[src/rtl/parking_gate_ctrl.sv]
// parking_gate_ctrl: entry/exit barrier control. Each car produces one serialized event pulse toward the occupancy counter.
// Optional PARK_GATE_STATS_EN adds saturating deny_count/timeout_count outputs.
module parking_gate_ctrl #(
    parameter int unsigned OPEN_HOUR   = 8,
    parameter int unsigned PULSE_CYC   = 2,
    parameter int unsigned TIMEOUT_CYC = 1000
) (
    input  logic        clk,
    input  logic        rst_n,
    input  logic [5:0]  hour,
    input  logic        entry_req,
    input  logic        entry_is_uni,
    input  logic        entry_passed,
    input  logic        exit_req,
    input  logic        exit_is_uni,
    input  logic        exit_passed,
    input  logic        uni_is_vacated_space,
    input  logic        is_vacated_space,
    output logic        entry_gate_open,
    output logic        exit_gate_open,
    output logic        entry_denied,
    output logic        car_entered,
    output logic        is_uni_car_entered,
    output logic        car_exited,
`ifdef PARK_GATE_STATS_EN
    output logic        is_uni_car_exited,
    output logic [15:0] deny_count,
    output logic [15:0] timeout_count
`else
    output logic        is_uni_car_exited
`endif
);
    localparam logic [5:0]  OPEN_H   = 6'(OPEN_HOUR);
    localparam logic [15:0] TMO_LAST = 16'(TIMEOUT_CYC - 1);
    localparam logic [15:0] P_LAST   = 16'(PULSE_CYC - 1);

    typedef enum logic [2:0] {E_IDLE, E_CHECK, E_OPEN, E_REPORT, E_WAIT_CLR} e_state_t;
    typedef enum logic [1:0] {X_IDLE, X_OPEN, X_REPORT, X_WAIT_CLR} x_state_t;
    typedef enum logic [1:0] {P_IDLE, P_HIGH, P_GAP} p_state_t;

    e_state_t    e_state_q, e_state_d;
    x_state_t    x_state_q, x_state_d;
    p_state_t    p_state_q, p_state_d;
    logic [15:0] e_timer_q, e_timer_d;
    logic [15:0] x_timer_q, x_timer_d;
    logic [15:0] p_cnt_q, p_cnt_d;
    logic        e_uni_q, e_uni_d;
    logic        x_uni_q, x_uni_d;
    logic        entry_gate_open_q, entry_gate_open_d;
    logic        exit_gate_open_q, exit_gate_open_d;
    logic        entry_denied_q, entry_denied_d;
    logic        car_entered_q, car_entered_d;
    logic        car_exited_q, car_exited_d;
    logic        tag_entered_q, tag_entered_d;
    logic        tag_exited_q, tag_exited_d;
    logic        e_tmo, x_tmo, p_free, grant_x, grant_e;
`ifdef PARK_GATE_STATS_EN
    logic [15:0] deny_count_q, deny_count_d;
    logic [15:0] timeout_count_q, timeout_count_d;
    logic [1:0]  tmo_inc;
    logic [16:0] tmo_sum;
`endif

    // The last gap cycle also counts as free so back-to-back events see exactly PULSE_CYC low cycles.
    assign p_free  = (p_state_q == P_IDLE) || (p_state_q == P_GAP && p_cnt_q == P_LAST);
    assign grant_x = p_free && (x_state_q == X_REPORT);
    assign grant_e = p_free && (e_state_q == E_REPORT) && !grant_x;

    always_comb begin
        e_state_d         = e_state_q;
        x_state_d         = x_state_q;
        p_state_d         = p_state_q;
        e_timer_d         = e_timer_q;
        x_timer_d         = x_timer_q;
        p_cnt_d           = p_cnt_q;
        e_uni_d           = e_uni_q;
        x_uni_d           = x_uni_q;
        entry_gate_open_d = entry_gate_open_q;
        exit_gate_open_d  = exit_gate_open_q;
        entry_denied_d    = 1'b0;
        car_entered_d     = car_entered_q;
        car_exited_d      = car_exited_q;
        tag_entered_d     = tag_entered_q;
        tag_exited_d      = tag_exited_q;
        e_tmo             = 1'b0;
        x_tmo             = 1'b0;

        case (e_state_q)
            E_IDLE: if (entry_req && hour >= OPEN_H) begin
                e_state_d = E_CHECK;
                e_uni_d   = entry_is_uni;
            end
            E_CHECK: if (e_uni_q ? (uni_is_vacated_space | is_vacated_space) : is_vacated_space) begin
                e_state_d         = E_OPEN;
                e_timer_d         = '0;
                entry_gate_open_d = 1'b1;
            end else begin
                e_state_d      = E_WAIT_CLR;
                entry_denied_d = 1'b1;
            end
            E_OPEN: if (entry_passed) begin
                e_state_d         = E_REPORT;
                entry_gate_open_d = 1'b0;
            end else if (e_timer_q == TMO_LAST) begin
                e_state_d         = E_WAIT_CLR;
                entry_gate_open_d = 1'b0;
                e_tmo             = 1'b1;
            end else if (e_timer_q != '1) begin
                e_timer_d = e_timer_q + 16'd1;
            end
            E_REPORT:   if (grant_e) e_state_d = E_WAIT_CLR;
            E_WAIT_CLR: if (!entry_req) e_state_d = E_IDLE;
            default:    e_state_d = E_IDLE;
        endcase

        case (x_state_q)
            X_IDLE: if (exit_req) begin
                x_state_d        = X_OPEN;
                x_uni_d          = exit_is_uni;
                x_timer_d        = '0;
                exit_gate_open_d = 1'b1;
            end
            X_OPEN: if (exit_passed) begin
                x_state_d        = X_REPORT;
                exit_gate_open_d = 1'b0;
            end else if (x_timer_q == TMO_LAST) begin
                x_state_d        = X_WAIT_CLR;
                exit_gate_open_d = 1'b0;
                x_tmo            = 1'b1;
            end else if (x_timer_q != '1) begin
                x_timer_d = x_timer_q + 16'd1;
            end
            X_REPORT:   if (grant_x) x_state_d = X_WAIT_CLR;
            X_WAIT_CLR: if (!exit_req) x_state_d = X_IDLE;
            default:    x_state_d = X_IDLE;
        endcase

        case (p_state_q)
            P_HIGH: if (p_cnt_q == P_LAST) begin
                p_state_d     = P_GAP;
                p_cnt_d       = '0;
                car_entered_d = 1'b0;
                car_exited_d  = 1'b0;
            end else begin
                p_cnt_d = p_cnt_q + 16'd1;
            end
            P_GAP: if (p_cnt_q == P_LAST) begin
                p_state_d = P_IDLE;
            end else begin
                p_cnt_d = p_cnt_q + 16'd1;
            end
            default: p_state_d = P_IDLE;
        endcase

        if (grant_x) begin
            p_state_d    = P_HIGH;
            p_cnt_d      = '0;
            car_exited_d = 1'b1;
            tag_exited_d = x_uni_q;
        end else if (grant_e) begin
            p_state_d     = P_HIGH;
            p_cnt_d       = '0;
            car_entered_d = 1'b1;
            tag_entered_d = e_uni_q;
        end
`ifdef PARK_GATE_STATS_EN
        deny_count_d = deny_count_q;
        if (entry_denied_d && deny_count_q != '1)
            deny_count_d = deny_count_q + 16'd1;
        tmo_inc         = {1'b0, e_tmo} + {1'b0, x_tmo};
        tmo_sum         = {1'b0, timeout_count_q} + {15'b0, tmo_inc};
        timeout_count_d = tmo_sum[16] ? '1 : tmo_sum[15:0];
`endif
    end

    always_ff @(posedge clk or negedge rst_n) begin
        if (!rst_n) begin
            e_state_q         <= E_IDLE;
            x_state_q         <= X_IDLE;
            p_state_q         <= P_IDLE;
            e_timer_q         <= '0;
            x_timer_q         <= '0;
            p_cnt_q           <= '0;
            e_uni_q           <= 1'b0;
            x_uni_q           <= 1'b0;
            entry_gate_open_q <= 1'b0;
            exit_gate_open_q  <= 1'b0;
            entry_denied_q    <= 1'b0;
            car_entered_q     <= 1'b0;
            car_exited_q      <= 1'b0;
            tag_entered_q     <= 1'b0;
            tag_exited_q      <= 1'b0;
`ifdef PARK_GATE_STATS_EN
            deny_count_q      <= '0;
            timeout_count_q   <= '0;
`endif
        end else begin
            e_state_q         <= e_state_d;
            x_state_q         <= x_state_d;
            p_state_q         <= p_state_d;
            e_timer_q         <= e_timer_d;
            x_timer_q         <= x_timer_d;
            p_cnt_q           <= p_cnt_d;
            e_uni_q           <= e_uni_d;
            x_uni_q           <= x_uni_d;
            entry_gate_open_q <= entry_gate_open_d;
            exit_gate_open_q  <= exit_gate_open_d;
            entry_denied_q    <= entry_denied_d;
            car_entered_q     <= car_entered_d;
            car_exited_q      <= car_exited_d;
            tag_entered_q     <= tag_entered_d;
            tag_exited_q      <= tag_exited_d;
`ifdef PARK_GATE_STATS_EN
            deny_count_q      <= deny_count_d;
            timeout_count_q   <= timeout_count_d;
`endif
        end
    end

    assign entry_gate_open    = entry_gate_open_q;
    assign exit_gate_open     = exit_gate_open_q;
    assign entry_denied       = entry_denied_q;
    assign car_entered        = car_entered_q;
    assign is_uni_car_entered = tag_entered_q;
    assign car_exited         = car_exited_q;
    assign is_uni_car_exited  = tag_exited_q;
`ifdef PARK_GATE_STATS_EN
    assign deny_count         = deny_count_q;
    assign timeout_count      = timeout_count_q;
`endif

endmodule

[config.mk]
export PLATFORM = sky130hd
export DESIGN_NAME = parking_gate_ctrl
export DESIGN_NICKNAME = d
export VERILOG_FILES = /design/src/rtl/parking_gate_ctrl.sv
export SDC_FILE = /design/constraint.sdc
export NUM_CORES = 1
export LEC_CHECK = 0
export CAP_MARGIN = 30
export CORE_MARGIN = 8
export CORE_UTILIZATION = 60
export DETAILED_ROUTE_END_ITERATION = 8
export DONT_BUFFER_PORTS = 1
export PLACE_DENSITY_LB_ADDON = 0.08
export SYNTH_ARGS = -nofsm -noshare
export SYNTH_HDL_FRONTEND = slang
export SYNTH_SLANG_ARGS = --single-unit
[constraint.sdc]
create_clock -name clk -period 4.15 [get_ports clk]
set_input_delay 0.83 -clock clk [delete_from_list [all_inputs] [get_ports clk]]
set_output_delay 0.83 -clock clk [all_outputs]
set_load 0.02 [all_outputs]
### After elaboration in Yosys (flattened, before gate mapping)

Cells that the tools add are included.

* $add $sub $neg: 3
* multipliers: 0
* divide/modulo/power cells: 0
* order comparisons: 1
* equality and inequality tests: 32
* shift operators: 0
* multiplexer cells: 51
* bitwise gates (word level): 2
* reduce and logical (&&, ||, !) cells: 27

Operators by type and width (number)
* $mux 16: 12
* $pmux 16 s2: 3
* $add 16x1->16 const B: 3
* $eq 16x10->1 const B: 2
* $ne 16x16->1 const B: 2
* $ne 2x2->1 const B: 13
* $mux 2: 9
* $mux 3: 6
* $eq 16x1->1 const B: 1
* $mux 1: 16
* $pmux 3 s5: 1
* $reduce_and 2->1: 6
* $reduce_and 5->1: 2
* $ne 4x4->1 const B: 2
* $pmux 2 s4: 1
* $reduce_and 4->1: 2
* $reduce_bool 2->1: 4
* $eq 2x2->1 const B: 3
* $eq 3x2->1 const B: 2
* $ge 6x4->1 const B: 1
* $ne 3x3->1 const B: 2
* $reduce_and 3->1: 2
* $logic_and 1x1->1: 5
* $eq 2x1->1 const B: 2
* other kinds (12): 14

* bits in registers: 64
* bits in latches: 0
* memory bits (writable): 0
* bits in read-only memories: 0
* bits of input ports: 16
* output and inout port bits: 7
* word-level logic and storage cells: 131
* memories: 0

### Logic depth before layout (Yosys ltp)

Gate-level depths: netlist of run 1.

* depth after elaboration: 8
* mapped depth: 10
* gate-level depth less buffers: 8

### Worst setup path after synthesis of run 1

OpenSTA, ideal clock, no wires.

* path type: register -> register
* start point: register p_cnt_q[1]
* end point: register x_state_q[1]
* setup time: 0.125 ns
* arrival: 1.973 ns
* required time: 4.025 ns
* setup slack: 2.052 ns
* cell stages (with the launch flop): 9
* path buffers: 1
* clock period less this slack: 2.098 ns
* cell sequence: dfrtp_1 -> inv_1 -> ha_1 -> nor4b_1 -> and4_1 -> clkbuf_1 -> a21oi_1 -> a221o_1 -> mux2_4

* word-level cells in the longest chain between the ends: 6

RTL lines
* start: declaration: RTL line 46 `logic [15:0] p_cnt_q, p_cnt_d;`
* start signal: assignment: RTL line 203 `p_cnt_q <= p_cnt_d;`
* $eq 16x1->1: RTL line 65 `assign p_free = (p_state_q == P_IDLE) || (p_state_q == P_GAP && p_cnt_q == P_LAST);`
* $logic_and 1x1->1: RTL line 65
* $logic_or 1x1->1: RTL line 65
* $logic_and 1x1->1: RTL line 66 `assign grant_x = p_free && (x_state_q == X_REPORT);`
* $ne 2x2->1 (no source line)
* $reduce_and 4->1 (no source line)
* end signal: assignment: RTL line 199 `x_state_q <= x_state_d;`
* end: declaration: RTL line 42 `x_state_t x_state_q, x_state_d;`

Every way passes these cells.
A chain may end at the register's enable or synchronous reset.

### Worst setup path in the final report of run 1

* start point: register p_cnt_q[0]
* end point: register p_cnt_q[4]

* word-level cells in the longest chain between the ends: 8

RTL lines
* parallel branches: the longest is 8 deep, another holds $add 16x1->16

Several ways; the timed one is not identified. The select of a mux whose other input is x is not followed.

==> results_dict.tcl, run 1 <==
set metrics [dict create \
    clockBufferDepth 2 \
    numCtsBuffers 9 \
    cts_tree "yes" \
    synth_top_area_frac 0.445 \
    grt_max_degree 65 \
    status "finished clean" \
    clk_pin_slew_ps 70 \
    drive_above_1_share 0.0829 \
    drt_first_iter_violations 113 \
    yosysTopAreaCell "dfrtp_1" \
    grt_pass1_wl_um 13400 \
    synthCells 396 \
    crit_arrival_ps 2880 \
    synth_edf_count 0 \
    fin_util 0.658 \
    clk_latency_ps 350 \
    critPathSlowestCell "a21oi_1" \
    ys_ff_latch 64 \
    netlist_area_sq_um 3600 \
    h-tree-depth 3 \
    io_buffers 0 \
    fmax_ghz 0.379 \
    placedCellCount 458 \
    critical_path.max_fanout 12 \
    min_period_over_period 0.635 \
    finalNonFillerCells 473 \
    placementRows 28 \
    yosysWarnings 0 \
    yosys-top-cells-count "dfrtp_1 (64), nand2_1 (43), nor2_1 (39)" \
    crit_type "register to register" \
    synth-xor-area-share 0.0292 \
    antenna_cells 0 \
    design.die.area_sq_um 8740 \
    synth_cell_type_count 57 \
    setup_viol 0 \
    final_nets 421 \
    slew_headroom 0.386 \
    synth-compound-area-share 0.166 \
    num_vias 2989 \
    synthMostInstantiatedCell "dfrtp_1" \
    hold_path.class "input pin to async pin" \
    grt_overflow 0 \
    p_total_uw 2190 \
    antenna_found_initial 0 \
    cp_cell_sequence "ha_1, nor4b_1, and4_1, a21boi_0, a21oi_1, nor4_1, a211o_1" \
    initial_core_util 0.616 \
    cp_slowest_stage_delay_ps 750 \
    grt_setup_unrepaired "false" \
    setup_tns_ps 0 \
    clock_skew_ps 8.54 \
    synth.area.top_cells "dfrtp_1 (44%), nand2_1 (4.5%), nor2_1 (4.1%), ha_1 (3.8%), nand3_1 (3.8%)" \
    period_minus_slack_ps 2640 \
    end_kind "register" \
    io_pins 23 \
    critical_path.top_delay_family "compound AO/OA/AOI/OAI gates" \
    cp_num_buf_inv 0 \
    ff2ff_setup_slack_ps 1510 \
    ctsResizeCount 0 \
    post-cts-setup-buffers 0 \
    drtAntennaViolNets 0 \
    p_per_area_nw_per_um2 570 \
    grt_pass1_vias 2919 \
    grt_usage 0.191 \
    synthFlopType "dfrtp_1" \
    synth_top_family_by_area "simple AND/OR/NAND/NOR gates" \
    synth.avg_cell_area_sq_um 9.10 \
    p_leak_uw 0.00168 \
    fp.dieW_um 93.5 \
    synth-simple-area-share 0.265 \
    dieHeight_um 93.5 \
    start_kind "register" \
    coreArea_sq_um 5850 \
    required_ps 4390 \
    synth_nets 423 \
    drv_slew 0 \
    dp_hpwl_um 5260 \
    cts.sinks 64 \
    area_growth_pct 6.88 \
    post_drt_wl_per_cell_um 16.3 \
    synth_fa_ha_area_frac 0.0382 \
    place_congestion 0.891 \
    hold_violations 0 \
    synthArstFlopShare 1.00 \
    synth.area.mux_share 0.0254 \
    worst_pin_slew_ps 921 \
    viasPerCell 6.32 \
    routed_wl_um 7720 \
    clk_root_buffer_cell "clkbuf_8" \
    drt-pass1-iter-count 4 \
    cts_hold_buf 0 \
    synth-seq-area-share 0.445 \
    max-vdd-ir-drop_mv 0.359 \
    drc_errors 0 \
    max_cap_viol_count 0 \
]
[final timing paths]
kind / start / end / cells after the start
min reg2reg: x_uni_q / is_uni_car_exited / 1
min: rst_n / e_uni_q / 0
max: p_cnt_q[0] / p_cnt_q[4] / 7
min in group clk: x_uni_q / is_uni_car_exited / 1
max reg2reg: p_cnt_q[0] / p_cnt_q[4] / 7
max in group asynchronous: rst_n / x_timer_q[6] / 0
[routing by layer]
| metal | GRT usage | vias up | wire length [um] |
|---|---|---|---|
| met5 | 0 | - | 0 |
| met4 | 0.102 | 0 | 177 |
| met3 | 0.0465 | 13 | 366 |
| met2 | 0.299 | 58 | 3570 |
| met1 | 0.237 | 1461 | 3600 |
| li1 | - | 1457 | - |
[logic make-up (layout without fill, tap and decap cells)]
group                    after synthesis  after routing
AO/OA/AOI/OAI                         94             94
XOR/XNOR                              12             12
adder cells (fa/ha/maj)               11             11
buffers and inverters                 25             27
flip-flops                            64             64
multiplexers                           8              8
AND/OR/NAND/NOR                      182            182
[power by group]
part | switching (uW) | internal [uW] | leakage [uW]
logic | 447 | 242 | 0.000707
registers | 161 | 733 | 0.000862
clock network | 244 | 367 | 0.000112
total | 852 | 1340 | 0.00168
[sequential cells by signal (all words and copies together), names as in the netlist]
| name | cells |
|---|---|
| x_state_q | 2 |
| is_uni_car_exited | 1 |
| exit_gate_open | 1 |
| e_state_q | 3 |
| e_timer_q | 16 |
| x_timer_q | 16 |
| p_cnt_q | 16 |
| x_uni_q | 1 |
| entry_gate_open | 1 |
| is_uni_car_entered | 1 |
| e_uni_q | 1 |
| p_state_q | 2 |
| car_entered | 1 |
| entry_denied | 1 |
| car_exited | 1 |
[final cells by class]
type                            instances  area [sq um]
Multi-Input combinational cell        307          1890
Fill cell                             485          2000
Clock buffer                           12           155
Clock inverter                          3          65.1
Inverter                               12          45.0
Tap cell                               75          93.8
Sequential cell                        64          1600
[stage by stage]
step | worst slack [ps] | hold WS [ps] | cell area [sq um]
floorplan | 2050 | 475 | 3600
global placement | 1570 | 491 | 3630
detailed placement | 1530 | 499 | 3630
CTS | 1530 | 154 | 3850
global route | 1190 | 146 | 3850
finish | 1510 | 165 | 3850
[layout by cell type, fill, tap and decap left out, types with 2 or more instances in the layout]
cell type / n
nor2_1: 39
mux2_2: 5
and3_1: 10
a21o_1: 4
nand3_1: 27
nand2_1: 43
a211oi_1: 2
inv_1: 12
nor3_1: 7
a211o_1: 2
nor3b_1: 4
a21oi_1: 23
o21ai_1: 6
dfrtp_1: 64
o21ai_0: 26
or3_1: 2
ha_1: 11
a22o_1: 2
xor2_1: 12
and2_1: 3
o211ai_1: 4
bufinv_16: 2
mux2i_1: 2
and4_1: 6
or4_1: 6
nand4_1: 12
o311ai_1: 2
or2_2: 5
o31ai_1: 11
clkbuf_8: 11
nor4_1: 7
(Power assumes the default switching activity.)
==> inputs of run 2 (changes only) <==
==> constraint.sdc (replaced) <==
create_clock -name clk -period 2.75 [get_ports clk]
set_input_delay 0.55 -clock clk [delete_from_list [all_inputs] [get_ports clk]]
set_output_delay 0.55 -clock clk [all_outputs]
set_load 0.02 [all_outputs]
==> run 2 against run 1 <==
Net effect:
- combinational power rose by 62%
- fmax increased by 11%
- flip-flop and latch count unchanged
- worst setup slack worse by 1100 ps
- sequential share of layout area decreased by 0.44 points
- clock skew is 7.1 ps higher
- non-clock buffer count rose by 8
- wire length decreased by 1.3%
- total power rose by 46%
- worst hold slack worse by 100 ps
- register-to-register slack got worse by 1100 ps
- count of clock-buffer cells in the layout shrank 3
==> results_dict.tcl, run 2 (synthesis results as in run 1) <==
set metrics [dict create \
    status "finished clean" \
    grt_pass1_vias 2801 \
    viasPerCell 6.14 \
    crit_arrival_ps 2600 \
    period_minus_slack_ps 2370 \
    end_kind "register" \
    dieHeight_um 93.5 \
    grt_max_degree 65 \
    drt_first_iter_violations 166 \
    clk_pin_slew_ps 90 \
    area_growth_pct 8.02 \
    worst_slack_ps 383 \
    coreArea_sq_um 5850 \
    grt_usage 0.185 \
    p_comb_frac 0.349 \
    numCtsBuffers 9 \
    place_congestion 0.897 \
    clock_skew_ps 15.7 \
    setup_viol 0 \
    layout_common_cells "dfrtp_1 (64), nand2_1 (43), nor2_1 (39), nand3_1 (27), o21ai_0 (26)" \
    max-vdd-ir-drop_mv 0.510 \
    crit_type "register to register" \
    drv_slew 0 \
    initial_core_util 0.616 \
    fmax_ghz 0.422 \
    drt-pass1-iter-count 4 \
    holdWs_ps 61.5 \
    start_kind "register" \
    clockBufferDepth 2 \
    fp.dieW_um 93.5 \
    max_cap_viol_count 0 \
    num_vias 2966 \
    place_ws_ps 371 \
    hold_violations 0 \
    routed_wl_um 7620 \
    fill_cells 466 \
    setup_tns_ps 0 \
    top_regs "e_timer_q x16, p_cnt_q x16, x_timer_q x16" \
    h-tree-depth 3 \
    p_leak_uw 0.00170 \
    placementRows 28 \
    worst_pin_slew_ps 832 \
    required_ps 2980 \
    cts_tree "yes" \
    switching_share 0.421 \
    final_common_cell "dfrtp_1" \
    fin_util 0.665 \
    p_total_uw 3210 \
    p_int_uw 1860 \
    io_pins 23 \
    grt_pass1_wl_um 13000 \
    antenna_found_initial 1 \
    hold_path.class "input pin to async pin" \
    design.die.area_sq_um 8740 \
    grt_setup_unrepaired "false" \
    pwr-share-clk 0.232 \
    drtAntennaViolNets 0 \
    drive_above_1_share 0.106 \
    cts.sinks 64 \
    drc_errors 0 \
    p_per_area_nw_per_um2 824 \
    switchingPower_uw 1350 \
    final_nets 429 \
    clk_latency_ps 350 \
    post_drt_wl_per_cell_um 15.8 \
    clk_root_buffer_cell "clkbuf_8" \
    io_buffers 0 \
    seq_power_share 0.419 \
    dp_hpwl_um 5320 \
    grt_overflow 0 \
    critical_path.max_fanout 25 \
    min_period_over_period 0.861 \
    slew_headroom 0.443 \
]
run 2: cell types whose count changed in the layout (fill, tap and decap cells not counted), sizes merged:
cell      delta
buf          +8
clkbuf       -3
bufinv       -2
clkinv       +2
clkinvlp     +2
inv          +2
diode        +1
run 2: final timing paths:
kind,start,end,slack [ps],cells after the start
worst min register to register,x_uni_q,x_uni_q,530,1
min in group clk,entry_passed,e_state_q[1],340,2
worst max register to register,x_timer_q[4],x_timer_q[4],380,6
worst min-delay path,rst_n,e_state_q[0],60,1
worst max-delay path,x_timer_q[4],x_timer_q[4],380,6
max in group asynchronous,rst_n,x_timer_q[14],2410,1
run 2: cell type report:
cell class / instances / area, sq um / share of cell area
multi-input combinational: 307 / 1890 / 0.486
sequential: 64 / 1600 / 0.412
clock inverter: 7 / 55.1 / 0.0141
timing repair buffer: 8 / 80.1 / 0.0206
antenna: 1 / 2.50 / 0.000643
inverter: 12 / 45.0 / 0.0116
clock buffer: 9 / 124 / 0.0318
tap: 75 / 93.8 / 0.0241
run 2: through the flow:
step	cells	area, sq um
2_1_floorplan	396	3600
3_3_place_gp	465	3680
3_5_place_dp	465	3680
5_1_grt	483	3890
4_1_cts	482	3890
6_report	483	3890
run 2: layer usage:
metal,share of wire,global-route usage,vias up
met2,0.47,0.289,63
met4,0.012,0.0644,0
met1,0.46,0.236,1412
met5,0,0,-
li1,-,-,1480
met3,0.064,0.0585,11
run 2: power groups by stage:
stage	sequential (uW)	combinational [uW]	clock, uW
global placement	1350	1060	0
floorplan	1290	897	0
finish	1340	1120	743
global route	1370	1280	803
detailed placement	1360	1100	0
CTS	1340	1130	757
run 2: worst max-delay path: stages, from the launching register on:
cell     delay [ps]
dfrtp_1         430
or4b_1          590
nor4_4          310
nor2_2          110
a21oi_4         490
nor4_1          100
a211o_1         230
run 2: timing repair:
action | 4_1_cts | 5_1_grt
resized for setup | 0 | 0
endpoints found under the hold margin | 64 | 0
hold buffers | 1 | 0
endpoints found under the setup margin | 0 | 0
buffers inserted | 0 | 0
==> inputs of run 3 (changes only) <==
--- a/config.mk
+++ b/config.mk
@@ -5,12 +5,13 @@
 export SDC_FILE = /design/constraint.sdc
 export NUM_CORES = 1
 export LEC_CHECK = 0
-export CAP_MARGIN = 30
+export CAP_MARGIN = 25
 export CORE_MARGIN = 8
 export CORE_UTILIZATION = 60
 export DETAILED_ROUTE_END_ITERATION = 8
 export DONT_BUFFER_PORTS = 1
 export PLACE_DENSITY_LB_ADDON = 0.08
+export SLEW_MARGIN = 15
 export SYNTH_ARGS = -nofsm -noshare
 export SYNTH_HDL_FRONTEND = slang
 export SYNTH_SLANG_ARGS = --single-unit
==> results of run 3 <==
No change in the layout: final DEF, timing and power equal those of run 2.
